`config.mk`:
```
export PLATFORM = sky130hd
export DESIGN_NAME = audio_filter_ctrl
export DESIGN_NICKNAME = d
export VERILOG_FILES = /design/src/rtl/audio_filter_ctrl.sv
export SDC_FILE = /design/constraint.sdc
export NUM_CORES = 1
export LEC_CHECK = 0
export CAP_MARGIN = 5
export CORE_MARGIN = 5
export CORE_UTILIZATION = 25
export CTS_CLUSTER_DIAMETER = 60
export DETAILED_ROUTE_END_ITERATION = 12
export GPL_TIMING_DRIVEN = 0
export PLACE_DENSITY_LB_ADDON = 0.3
export RECOVER_POWER = 50
export SKIP_CTS_REPAIR_TIMING = 1
export SYNTH_ARGS = -nofsm -noshare
export SYNTH_HDL_FRONTEND = slang
export SYNTH_SLANG_ARGS = --single-unit
```
`constraint.sdc`:
```
create_clock -name clock -period 5 [get_ports clock]
set_input_delay 1.25 -clock clock [delete_from_list [all_inputs] [get_ports clock]]
set_output_delay 1.25 -clock clock [all_outputs]
set_load 0.1 [all_outputs]
```
`src/rtl/audio_filter_ctrl.sv`:
```
`default_nettype none
// ============================================================================
// Module  : audio_filter_ctrl
// Desc    : Time-shares one moving-average filter between L/R codec channels.
//           Optional macro AUDIO_FILTER_CTRL_BYPASS_EN adds a per-frame bypass.
// Rev     : 1.0  initial release
// ============================================================================
module audio_filter_ctrl #(
    parameter int W        = 24,
    parameter int FILT_LAT = 1,
    parameter int CNT_W    = 16
) (
    input  logic             clock,
    input  logic             reset,
    input  logic             read_ready,
    output logic             read,
    input  logic [W-1:0]     readdata_left,
    input  logic [W-1:0]     readdata_right,
`ifdef AUDIO_FILTER_CTRL_BYPASS_EN
    input  logic             bypass,
`endif
    input  logic             write_ready,
    output logic             write,
    output logic [W-1:0]     writedata_left,
    output logic [W-1:0]     writedata_right,
    output logic             filt_en,
    output logic             filt_ch,
    output logic [W-1:0]     filt_din,
    input  logic [W-1:0]     filt_dout,
    output logic             busy,
    output logic [CNT_W-1:0] frame_cnt
);

    localparam logic [3:0] LAT_CNT = 4'(FILT_LAT);

    typedef enum logic [2:0] {
        IDLE   = 3'd0,
        FEED_L = 3'd1,
        WAIT_L = 3'd2,
        FEED_R = 3'd3,
        WAIT_R = 3'd4,
        WRITE  = 3'd5
    } state_t;

    state_t           state_q, state_d;
    logic [3:0]       cnt_q, cnt_d;
    logic [W-1:0]     left_q, left_d;
    logic [W-1:0]     right_q, right_d;
    logic             read_q, read_d;
    logic             write_q, write_d;
    logic             filt_en_q, filt_en_d;
    logic             filt_ch_q, filt_ch_d;
    logic [W-1:0]     filt_din_q, filt_din_d;
    logic [W-1:0]     wdl_q, wdl_d;
    logic [W-1:0]     wdr_q, wdr_d;
    logic [CNT_W-1:0] frame_cnt_q, frame_cnt_d;
    logic             cap_l_q, cap_l_d;
    logic             cap_r_q, cap_r_d;

    always_ff @(posedge clock or negedge reset) begin
        if (!reset) begin
            state_q     <= IDLE;
            cnt_q       <= '0;
            left_q      <= '0;
            right_q     <= '0;
            read_q      <= 1'b0;
            write_q     <= 1'b0;
            filt_en_q   <= 1'b0;
            filt_ch_q   <= 1'b0;
            filt_din_q  <= '0;
            wdl_q       <= '0;
            wdr_q       <= '0;
            frame_cnt_q <= '0;
            cap_l_q     <= 1'b0;
            cap_r_q     <= 1'b0;
        end else begin
            state_q     <= state_d;
            cnt_q       <= cnt_d;
            left_q      <= left_d;
            right_q     <= right_d;
            read_q      <= read_d;
            write_q     <= write_d;
            filt_en_q   <= filt_en_d;
            filt_ch_q   <= filt_ch_d;
            filt_din_q  <= filt_din_d;
            wdl_q       <= wdl_d;
            wdr_q       <= wdr_d;
            frame_cnt_q <= frame_cnt_d;
            cap_l_q     <= cap_l_d;
            cap_r_q     <= cap_r_d;
        end
    end

    // Strobes are registered, so the filter sees filt_en one cycle after the
    // FEED state; the result is therefore sampled the cycle after WAIT ends.
    always_comb begin
        state_d     = state_q;
        cnt_d       = cnt_q;
        left_d      = left_q;
        right_d     = right_q;
        read_d      = 1'b0;
        write_d     = 1'b0;
        filt_en_d   = 1'b0;
        filt_ch_d   = filt_ch_q;
        filt_din_d  = filt_din_q;
        wdl_d       = cap_l_q ? filt_dout : wdl_q;
        wdr_d       = cap_r_q ? filt_dout : wdr_q;
        frame_cnt_d = frame_cnt_q;
        cap_l_d     = 1'b0;
        cap_r_d     = 1'b0;

        case (state_q)
            IDLE: begin
                if (read_ready) begin
                    read_d  = 1'b1;
                    left_d  = readdata_left;
                    right_d = readdata_right;
                    state_d = FEED_L;
`ifdef AUDIO_FILTER_CTRL_BYPASS_EN
                    if (bypass) begin
                        wdl_d   = readdata_left;
                        wdr_d   = readdata_right;
                        state_d = WRITE;
                    end
`endif
                end
            end
            FEED_L: begin
                filt_en_d  = 1'b1;
                filt_ch_d  = 1'b0;
                filt_din_d = left_q;
                cnt_d      = LAT_CNT;
                state_d    = WAIT_L;
            end
            WAIT_L: begin
                cnt_d = cnt_q - 4'd1;
                if (cnt_q == 4'd1) begin
                    cap_l_d = 1'b1;
                    state_d = FEED_R;
                end
            end
            FEED_R: begin
                filt_en_d  = 1'b1;
                filt_ch_d  = 1'b1;
                filt_din_d = right_q;
                cnt_d      = LAT_CNT;
                state_d    = WAIT_R;
            end
            WAIT_R: begin
                cnt_d = cnt_q - 4'd1;
                if (cnt_q == 4'd1) begin
                    cap_r_d = 1'b1;
                    state_d = WRITE;
                end
            end
            WRITE: begin
                if (write_ready) begin
                    write_d     = 1'b1;
                    frame_cnt_d = frame_cnt_q + CNT_W'(1);
                    state_d     = IDLE;
                end
            end
            default: state_d = IDLE;
        endcase
    end

    assign read            = read_q;
    assign write           = write_q;
    assign writedata_left  = wdl_q;
    assign writedata_right = wdr_q;
    assign filt_en         = filt_en_q;
    assign filt_ch         = filt_ch_q;
    assign filt_din        = filt_din_q;
    assign busy            = (state_q != IDLE);
    assign frame_cnt       = frame_cnt_q;

endmodule
`default_nettype wire

```
Yosys cells after proc, flatten, opt, wreduce, memory -nomap -nowiden --
Cells that the tools add are included.
Cells by class: $add $sub $neg 2, multiply operators 0, div/mod/pow operators 0, $lt $le $gt $ge 0, equality and inequality tests 10, shift operators 0, multiplexer cells 16, bitwise logic cells 0, reductions and logical operators 9
Operator list (number):
- 24-bit one-hot mux with 2 select lines | 1
- 3-bit one-hot mux with 6 select lines | 1
- 16-bit by 1-bit adder with 16-bit output, second input constant | 1
- 3-bit two-way mux | 4
- 1-bit two-way mux | 8
- 2-bit != test, second input constant | 4
- 4-bit one-hot mux with 2 select lines | 1
- 3-bit by 2-bit == test with 1-bit output, second input constant | 2
- 3-bit == test, second input constant | 2
- 4-bit by 1-bit == test with 1-bit output, second input constant | 1
- 2-bit AND reduction | 2
- 4-bit AND reduction | 1
- 2-bit nonzero test | 2
- 2-bit OR reduction | 2
- 4-bit by 1-bit subtractor with 4-bit output, second input constant | 1
- 3-bit by 1-bit == test with 1-bit output, second input constant | 1
- 3-bit zero test | 1
- 3-bit nonzero test | 1
- 1-bit one-hot mux with 2 select lines | 1
Word-level totals: register bits 149, latch bits 0, memory bits (writable) 0, bits in read-only memories 0, input port bits 76, output and inout bits 93, word-level logic and storage cells 51, memories 0

Depth between registers and ports, before layout --
Gate-level depths: netlist of run 1.
depth after elaboration 3, mapped depth 7, mapped depth without buffers 6

Worst setup path after synthesis of run 1 --
Ideal clock, no wire load.
path type register to output, start register state_q[2], end output busy, arrival time 1471 ps, data required time 3750 ps, slack 2279 ps, stages on the path, launching flop included 4, buffers on the path 2, cell sequence dfrtp_1 -> buf_4 -> clkbuf_1 -> or3_1
Between the ends: cells in the longest elaborated chain, start to end 1
RTL lines:
- start, declared | RTL line 45 | state_t state_q, state_d;
- start signal, assigned | RTL line 77 | state_q <= state_d;
- 3-bit nonzero test | RTL line 174 | assign busy = (state_q != IDLE);
- end, declared | RTL line 30 | output logic busy,
No other way between the ends.

Worst setup path after layout of run 1 --
start register state_q[1], end output busy
Same word-level chain as after synthesis.

==> results of run 1 <==
final cells by class:
class | instances | area [um^2] | share of cell area [%]
Sequential cell | 149 | 3729 | 42.11
Clock buffer | 20 | 446.7 | 5.045
Buffer | 26 | 153.9 | 1.738
Clock inverter | 11 | 175.2 | 1.978
Tap cell | 324 | 405.4 | 4.578
Inverter | 6 | 22.52 | 0.2543
Timing Repair Buffer | 169 | 1703 | 19.23
Multi-Input combinational cell | 260 | 2220 | 25.07
per-stage QoR:
stage	setup WS, ns	TNS, ns
floorplan	2.279	0
global placement	-3.261	-484.11
detailed placement	1.574	0
CTS	1.111	0
global route	0.5659	0
finish	0.7701	0
layer usage:
layer	global-route usage (%)	routed length (um)	up-vias
li1	-	-	1912
met1	14.41	6952	2008
met2	19.01	7528	119
met3	4.361	1088	9
met4	3.059	146	0
met5	0	0	-
flip-flops by register name (all words and copies together) (netlist names), 3 cells and up:
name and cells:
frame_cnt 16, state_q 3, cnt_q 4, right_q 24, filt_din 24, writedata_right 24
left_q 24, writedata_left 24
Yosys cell counts (4+ instances only):
cell type    n
mux2_4       9
mux2_2      88
mux2i_1     25
nand3_1      5
buf_4        4
dfrtp_1    149
xor2_1       7
buf_6        4
inv_1        6
clkbuf_1    10
xnor2_1     10
a21oi_1      4
nand2_1     35
nor2_1       8
nor3_1       5
buf_2        7
o21ai_0     28
worst max-delay path: stages, from the launching register on:
cell and delay (ns):
dfrtp_1 0.32, clkbuf_1 0.27, clkbuf_1 0.61, or3_1 0.21, clkdlybuf4s50_1 1.15
layout by cell type, fill, tap and decap left out, types with 5 or more instances in the layout:
cell,netlist,layout
mux2i_1,25,25
dlygate4sd3_1,0,24
clkbuf_1,10,17
mux2_4,9,9
xnor2_1,10,10
buf_2,7,5
nand3_1,5,5
dfrtp_1,149,149
clkdlybuf4s50_1,0,143
mux2_2,88,88
inv_1,6,6
nor2_1,8,8
nor3_1,5,5
clkbuf_16,0,17
nand2_1,35,35
xor2_1,7,7
o21ai_0,28,28
worst min path at each step:
stage / startpoint / to / cells after the start
3_5_place_dp: frame_cnt[15] / frame_cnt[15] / 1
6_report: frame_cnt[15] / frame_cnt[15] / 1
4_1_cts: frame_cnt[15] / frame_cnt[15] / 1
3_3_place_gp: frame_cnt[15] / frame_cnt[15] / 1
5_1_grt: frame_cnt[15] / frame_cnt[15] / 1
2_1_floorplan: left_q[0] / left_q[0] / 1
kinds of logic after synthesis:
logic type               synth area share (%)
AND/OR/NAND/NOR                         7.236
adder cells (fa/ha/maj)                0.6116
buffers and inverters                   3.098
XOR/XNOR                                2.426
flip-flops                              60.74
multiplexers                            22.42
AO/OA/AOI/OAI                           3.465
==> key figures, run 1 <==
Clocking
  – CTS Root Buffer Type: clkbuf_16
  – Clock Path Buffers: 2
  – TritonCTS Sinks: 149
  – Clock tree from TritonCTS: built
  – CTS H-tree lvls: 4
  – CTS clk-pin slew, worst paths: 0.07 ns
  – Clock latency on the worst-skew pair: 0.42 ns
  – TritonCTS buffer count: 17

Yosys
  – Number of flops mapped to enable cells by yosys: 0
  – Cell type with the largest total area after synthesis: dfrtp_1
  – Number of warnings issued by yosys: 0
  – Synthesized flop and latch total: 149
  – Mean Syn Cell Area: 13.92 um^2
  – Gate Count Post-Synth: 441
  – Count of unique library cells instantiated by Yosys: 44
  – Share of flip-flops with an asynchronous set or reset: 100.0%
  – Mapped Area: 6138 um^2
  – Largest cells by area after synthesis: dfrtp_1 (61%), mux2_2 (16%), mux2i_1 (4.1%)
  – Post-synth top flop: dfrtp_1
  – Synth top area share: 60.74%
  – Share of the yosys chip area belonging to registers: 60.74%
  – Nets in the synthesized netlist: 520

Status
  – Run status: finished, violations left
  – Violated checks: capacitance limit, slew limit

Die
  – Die area: 27790 um^2
  – X dimension of the die: 166.7 um
  – Initial standard-cell utilization of the core: 25.31%
  – Number of top-level pins: 169
  – Vert. Die Dim: 166.7 um
  – Core area: 24250 um^2
  – Total number of placement rows: 57

GRT
  – Global-route wire length before repair: 25610 um
  – Largest net degree at the start of global routing: 100
  – Number of global-route vias before repair: 4576
  – Global-route total usage across every layer: 11.57%
  – Initial antenna violation count: 0
  – Total global routing overflow: 0

Detailed routing
  – Via-per-instance ratio: 4.195
  – Wire per inst: 16.29 um
  – DRC violation count after routing: 0
  – Via count: 4048
  – Total length of routed wires: 15720 um
  – Detail Route Antenna Nets: 0
  – Violation count after the first detailed-route iteration: 145
  – Number of search-and-repair iterations in the first detailed-routing pass: 4

Setup path
  – Critical path fanouts, max: 10
  – Start-to-end type of the worst setup path: reg -> out
  – Capture instance of the worst register-to-register path: filt_din[21]
  – Worst Setup Start Kind: register
  – Worst endpoint required time: 3.75 ns
  – Crit path capture: busy
  – Number of cells traversed by the worst register-to-register path: 5
  – Reg-to-Reg Start: state_q[1]
  – Signal arrival time at the worst endpoint: 2.98 ns
  – Reg2reg setup slack: 2.62 ns
  – Crit. Startpoint: state_q[1]
  – Critical Path End Type: output pin

STA
  – Final count of pins violating max slew: 51
  – Normalized max-slew margin: -93.22%
  – Worst-margin pin slew: 2.898 ns
  – Final cycle utilization of the critical path: 84.60%
  – Count of endpoints failing hold in the final timing report: 0
  – Clock skew: 0.01444 ns
  – Minimum clock period: 4.230 ns
  – Min Hold Slack: 0.4761 ns
  – Final setup viols: 0
  – Upper clock frequency limit: 236.4 MHz
  – Setup repair after global routing missed its margin: false

Run
  – Max capacitance violation total: 1

Final layout
  – # fillers: 2340
  – Non-filler cells, final: 965
  – Area of all placed cells without fillers: 8855 um^2
  – Total Nets Final: 708
  – Number of diodes: 0
  – Syn-to-layout area delta: 44.25%
  – Fraction of final layout cells with drive strength greater than 1: 22.62%
  – Post-layout util: 36.52%

Place
  – Placed cell area: 8254 um^2
  – Placed insts: 934
  – PortBufs: 168
  – RePlAce Congestion: 0.7529
  – Post-DP HPWL: 11310 um

Hold path
  – HP Class: reg -> reg
Power of run 1 is not shown: default switching activity piles up to over one toggle a cycle in this logic, so the estimate is an artifact.
==> inputs of run 2 (changes only) <==
==> constraint.sdc (replaced) <==
create_clock -name clock -period 3.94 [get_ports clock]
set_input_delay 0.985 -clock clock [delete_from_list [all_inputs] [get_ports clock]]
set_output_delay 0.985 -clock clock [all_outputs]
set_load 0.1 [all_outputs]
==> key figures, run 2 (synthesized netlist as in run 1, its figures left out) <==
Status
  – Run status: finished, violations left
  – Violated checks: capacitance limit, slew limit

GRT
  – Number of global-route vias before repair: 4576 (unchanged)
  – Largest net degree at the start of global routing: 100 (unchanged)
  – Total global routing overflow: 0 (unchanged)
  – Grt met2 use: 19.01% (unchanged)
  – Initial antenna violation count: 0 (unchanged)
  – Met3 usage: 4.361% (unchanged)
  – Grt peak-use layer: met2
  – Global-route wire length before repair: 25610 um (unchanged)
  – Global-route total usage across every layer: 11.57% (unchanged)
  – Met1 usage: 14.41% (unchanged)

Setup path
  – Slowest cell on the critical path: clkdlybuf4s50_1
  – Cells along the critical path: buf_4 > clkbuf_1 > or3_1 > clkdlybuf4s50_1
  – Maximum single-stage delay on the critical path: 1.15 ns (about the same)
  – Family of cells with the greatest summed delay on the critical path: buffers and inverters
  – Number of cells traversed by the worst register-to-register path: 5 (unchanged)
  – Signal arrival time at the worst endpoint: 2.60 ns (-0.38 ns)
  – Reg2reg setup slack: 2.03 ns (-0.59 ns)
  – Critical path buffers and inverters: 3 (unchanged)
  – Worst endpoint required time: 2.95 ns (-0.80 ns)
  – Reg-to-Reg Start: state_q[1]
  – Critical Path End Type: output pin
  – Capture instance of the worst register-to-register path: filt_din[21]
  – Instance count on the critical path: 4 (unchanged)
  – Worst Setup Start Kind: register
  – Critical path fanouts, max: 10 (unchanged)
  – Start-to-end type of the worst setup path: reg -> out

STA
  – Final cycle utilization of the critical path: 91.11%
  – Clock skew: 0.01447 ns (+0.00002190 ns)
  – Count of endpoints failing hold in the final timing report: 0 (unchanged)
  – Worst-margin pin slew: 2.503 ns (-0.3953 ns)
  – Upper clock frequency limit: 278.6 MHz
  – Final setup viols: 0 (unchanged)
  – Normalized max-slew margin: -66.86% (+26 points)
  – Setup repair after global routing missed its margin: false
  – Final count of pins violating max slew: 51 (unchanged)
  – Min setup slack post-route: 0.3501 ns (-0.4200 ns)
  – Minimum clock period: 3.590 ns

Hold path
  – Min-Delay Path Depth: 1 (unchanged)
  – Worst hold start: frame_cnt[15]
  – HP Class: reg -> reg
  – Endpoint of the worst hold path: frame_cnt[15]

Clocking
  – CTS H-tree lvls: 4 (unchanged)
  – TritonCTS Sinks: 149 (unchanged)
  – CTS Root Buffer Type: clkbuf_16
  – Clock tree from TritonCTS: built
  – Clock Path Buffers: 2 (unchanged)
  – Clock latency on the worst-skew pair: 0.42 ns (about the same)
  – TritonCTS buffer count: 17 (unchanged)
  – CTS clk-pin slew, worst paths: 0.07 ns (about the same)

Die
  – Initial standard-cell utilization of the core: 25.31% (unchanged)
  – Vert. Die Dim: 166.7 um (unchanged)
  – Number of top-level pins: 169 (unchanged)
  – X dimension of the die: 166.7 um (unchanged)
  – Core area: 24250 um^2 (unchanged)
  – Total number of placement rows: 57 (unchanged)
  – Die area: 27790 um^2 (unchanged)

Detailed routing
  – Wire per inst: 16.27 um (about the same)
  – DRC violation count after routing: 0 (unchanged)
  – Via count: 4065 (+0.42%)
  – Number of search-and-repair iterations in the first detailed-routing pass: 4 (unchanged)
  – Violation count after the first detailed-route iteration: 137 (-5.5%)
  – Detail Route Antenna Nets: 0 (unchanged)
  – Total length of routed wires: 15710 um (about the same)
  – Via-per-instance ratio: 4.212 (+0.42%)

Final layout
  – Top library cells by usage in the layout, fill and taps aside: clkdlybuf4s50_1 (163), dfrtp_1 (149), mux2_2 (88), nand2_1 (35), o21ai_0 (28)
  – Syn-to-layout area delta: 44.48%
  – Most frequent standard cell in the layout excluding fill and tap cells: clkdlybuf4s50_1
  – Number of diodes: 0 (unchanged)
  – Total Nets Final: 708 (unchanged)
  – Fraction of final layout cells with drive strength greater than 1: 22.46% (-0.16 points)

Place
  – Pre-CTS setup slack: 0.7785 ns (-0.7950 ns)
  – RePlAce Congestion: 0.7529 (unchanged)
  – PortBufs: 168 (unchanged)
  – Post-DP HPWL: 11310 um (unchanged)

Run
  – Max capacitance violation total: 1 (unchanged)
run 2: changes by cell type in the layout (fill, tap and decap cells not counted):
cell	previous run	this run
clkdlybuf4s50_1	143	163
dlygate4sd3_1	24	4
buf_2	5	2
buf_4	3	4
buf_6	3	4
clkdlybuf4s25_1	0	1
run 2: how the worst max path moves through the flow:
stage                     startpoint           to  slack, ns
final                     state_q[2]         busy       0.35
after global routing      state_q[2]         busy       0.20
after CTS                 state_q[2]         busy       0.32
after detailed placement  state_q[2]         busy       0.78
after global placement         reset  filt_din[6]      -4.06
after floorplan           state_q[2]         busy       1.48
run 2: worst reg2reg max path, delay by kind of cell, from the launching register on:
kind | cells | cell delay (ns)
buffers and inverters | 3 | 1.07
flip-flops | 1 | 0.34
multiplexers | 1 | 0.26
AO/OA/AOI/OAI | 1 | 0.09
run 2: final cells by class:
class	instances	area [um^2]
Fill cell	2339	15380
Buffer	26	161.4
Inverter	6	22.52
Clock buffer	20	446.7
Tap cell	324	405.4
Multi-Input combinational cell	260	2220
Timing Repair Buffer	169	1709
Sequential cell	149	3729
Clock inverter	11	175.2
run 2: layer usage:
layer | part of all wire, % | up-vias
met2 | 48 | 122
met4 | 0.93 | 0
met5 | 0 | -
li1 | - | 1911
met3 | 7.0 | 9
met1 | 44 | 2023
run 2: through the flow:
| stage | cell area, um^2 | util, % | setup TNS, ns | cells | hold slack [ns] |
|---|---|---|---|---|---|
| finish | 8869 | 36.57 | 0 | 965 | 0.4760 |
| global placement | 8225 | 33.92 | -602.56 | 933 | 0.4641 |
| global route | 8869 | 36.57 | 0 | 965 | 0.5001 |
| CTS | 8876 | 36.60 | 0 | 965 | 0.4822 |
| floorplan | 6138 | - | 0 | 441 | 0.4799 |
| detailed placement | 8254 | 34.04 | 0 | 934 | 0.4689 |
Power of run 2 is left out for the same reason.
==> inputs of run 3 (changes only) <==
--- a/config.mk
+++ b/config.mk
@@ -5,6 +5,7 @@
 export SDC_FILE = /design/constraint.sdc
 export NUM_CORES = 1
 export LEC_CHECK = 0
+export ABC_AREA = 1
 export CAP_MARGIN = 5
 export CORE_MARGIN = 5
 export CORE_UTILIZATION = 25
==> key figures, run 3 <==
Status
  – Run status: finished, violations left
  – Violated checks: capacitance limit, slew limit

Final layout
  – Post-layout util: 36.41% (-0.17 points)
  – Total Nets Final: 872 (+23%)
  – Syn-to-layout area delta: 43.32%
  – Area of all placed cells without fillers: 8880 um^2 (+0.13%)
  – Most frequent standard cell in the layout excluding fill and tap cells: nand2_1
  – Number of diodes: 0 (unchanged)
  – Top library cells by usage in the layout, fill and taps aside: nand2_1 (198), clkdlybuf4s50_1 (163), dfrtp_1 (149), mux2_2 (48), nand3_1 (39)
  – Fraction of final layout cells with drive strength greater than 1: 13.40% (-9.1 points)

Setup path
  – Worst endpoint required time: 2.95 ns (about the same)
  – Start-to-end type of the worst setup path: reg -> out
  – Reg2reg setup slack: 1.92 ns (-0.11 ns)
  – Worst Setup Start Kind: register
  – Critical path fanouts, max: 7 (-3)
  – Capture instance of the worst register-to-register path: filt_din[6]
  – Critical Path End Type: output pin
  – Signal arrival time at the worst endpoint: 2.45 ns (-0.15 ns)
  – Number of cells traversed by the worst register-to-register path: 6 (+1)
  – Reg-to-Reg Start: state_q[2]

Detailed routing
  – Via-per-instance ratio: 4.260 (+1.1%)
  – DRC violation count after routing: 0 (unchanged)
  – Violation count after the first detailed-route iteration: 209 (+53%)
  – Detail Route Antenna Nets: 0 (unchanged)
  – Number of search-and-repair iterations in the first detailed-routing pass: 4 (unchanged)
  – Via count: 4814 (+18%)
  – Total length of routed wires: 17040 um (+8.5%)
  – Wire per inst: 15.08 um (-7.3%)

STA
  – Clock skew: 0.009323 ns (-0.005142 ns)
  – Min Hold Slack: 0.4803 ns (+0.004265 ns)
  – Setup repair after global routing missed its margin: false
  – Normalized max-slew margin: -59.62% (+7.2 points)
  – Upper clock frequency limit: 290.9 MHz (+4.4%)
  – Minimum clock period: 3.438 ns (-0.1521 ns)
  – Worst-margin pin slew: 2.394 ns (-0.1086 ns)
  – Count of endpoints failing hold in the final timing report: 0 (unchanged)
  – Final count of pins violating max slew: 40 (-22%)
  – Final setup viols: 0 (unchanged)
  – Final cycle utilization of the critical path: 87.25% (-3.9 points)

Yosys
  – Top cells by instance count after synthesis: nand2_1 (197), dfrtp_1 (149), mux2_2 (48), nand3_1 (39), inv_1 (35)
  – Number of flops mapped to enable cells by yosys: 0 (unchanged)
  – Library cell with the highest instance count after synthesis: nand2_1
  – Nets in the synthesized netlist: 684 (+32%)
  – Share of the yosys chip area belonging to registers: 60.18% (-0.56 points)
  – Cell type with the largest total area after synthesis: dfrtp_1
  – Synthesized flop and latch total: 149 (unchanged)
  – Mean Syn Cell Area: 10.24 um^2 (-26%)
  – Share of flip-flops with an asynchronous set or reset: 100.0% (unchanged)
  – Gate Count Post-Synth: 605 (+37%)
  – Number of warnings issued by yosys: 0 (unchanged)
  – Synth top area share: 60.18% (-0.56 points)
  – Count of unique library cells instantiated by Yosys: 32 (-27%)
  – Post-synth top flop: dfrtp_1
  – Mapped Area: 6196 um^2 (+0.94%)
  – Largest cells by area after synthesis: dfrtp_1 (60%), nand2_1 (12%), mux2_2 (8.7%)

Die
  – Die area: 28030 um^2 (+0.88%)
  – X dimension of the die: 167.4 um (+0.44%)
  – Total number of placement rows: 57 (unchanged)
  – Vert. Die Dim: 167.4 um (+0.44%)
  – Core area: 24390 um^2 (+0.59%)
  – Number of top-level pins: 169 (unchanged)
  – Initial standard-cell utilization of the core: 25.40% (+0.088 points)

Place
  – Placed cell area: 8315 um^2 (+0.74%)
  – PortBufs: 168 (unchanged)
  – RePlAce Congestion: 0.7425 (-1.4%)
  – Post-DP HPWL: 12030 um (+6.3%)

Hold path
  – HP Class: reg -> reg
  – Endpoint of the worst hold path: left_q[14]
  – Worst hold start: left_q[14]
  – Min-Delay Path Depth: 2 (+1)

Clocking
  – CTS H-tree lvls: 4 (unchanged)
  – Clock tree from TritonCTS: built
  – TritonCTS buffer count: 17 (unchanged)
  – CTS Root Buffer Type: clkbuf_16
  – TritonCTS Sinks: 149 (unchanged)
  – CTS clk-pin slew, worst paths: 0.06 ns (about the same)
  – Clock latency on the worst-skew pair: 0.42 ns (about the same)
  – Clock Path Buffers: 2 (unchanged)

GRT
  – Largest net degree at the start of global routing: 111 (+11%)
  – Grt peak-use layer: met2
  – Met1 usage: 16.73% (+2.3 points)
  – Number of global-route vias before repair: 4862 (+6.3%)
  – Initial antenna violation count: 0 (unchanged)
  – Met3 usage: 3.206% (-1.2 points)
  – Total global routing overflow: 0 (unchanged)
  – Grt met2 use: 18.77% (-0.24 points)
  – Global-route total usage across every layer: 12.06% (+0.49 points)
  – Global-route wire length before repair: 27040 um (+5.6%)

Run
  – Max capacitance violation total: 1 (unchanged)
run 3: changes by cell type after synthesis, moves of 6 or more:
cell	previous run	this run
mux2_4	9	0
nand3_1	5	39
nor2_1	8	25
inv_1	6	35
nand2_1	35	197
o21ai_0	28	22
o221ai_1	0	9
mux2_2	88	48
nand4_1	2	19
mux2i_1	25	0
xnor2_1	10	2
run 3: per-stage QoR:
step | TNS, ns | cells | setup WS [ns]
final | 0 | 1130 | 0.5022
after global routing | 0 | 1130 | 0.3532
after CTS | 0 | 1130 | 0.5333
after detailed placement | 0 | 1098 | 0.9901
after global placement | -679.82 | 1097 | -4.585
after floorplan | 0 | 605 | 1.674
run 3: cells by family after synthesis:
family / share of synthesized area (%)
and+or+nand+nor: 20.76
DFF: 60.18
buffers and inverters: 5.190
muxes: 8.724
AOI/OAI and AO/OA: 3.554
xor gates and xnor gates: 0.9895
adders and majority gates: 0.6059
run 3: worst max-delay path, stage by stage (launching register included):
cell,delay [ns]
dfrtp_1,0.32
clkbuf_1,0.36
nor2_4,0.06
nand2_1,0.13
clkdlybuf4s50_1,1.17
run 3: cell type report:
type,instances,area (um^2)
tap,324,405.4
sequential,149,3729
buffer,29,162.7
multi-input combinational,387,2136
clock inverter,14,152.6
fill,2493,15510
inverter,40,152.6
clock buffer,18,439.2
timing repair buffer,169,1703
run 3: worst max-delay path by stage:
| stage | start | to | slack [ns] | depth (start not counted) |
|---|---|---|---|---|
| 2_1_floorplan | state_q[1] | busy | 1.67 | 4 |
| 3_3_place_gp | reset | filt_din[7] | -4.59 | 1 |
| 3_5_place_dp | state_q[1] | busy | 0.99 | 5 |
| 4_1_cts | state_q[1] | busy | 0.53 | 5 |
| 5_1_grt | state_q[2] | busy | 0.35 | 4 |
| 6_report | state_q[2] | busy | 0.50 | 4 |
run 3: routing by layer:
layer,up-vias,part of all wire (%)
met5,-,0
met4,0,1.1
met3,15,6.6
met1,2276,49
met2,169,44
li1,2354,-
Power of run 3 is left out for the same reason.
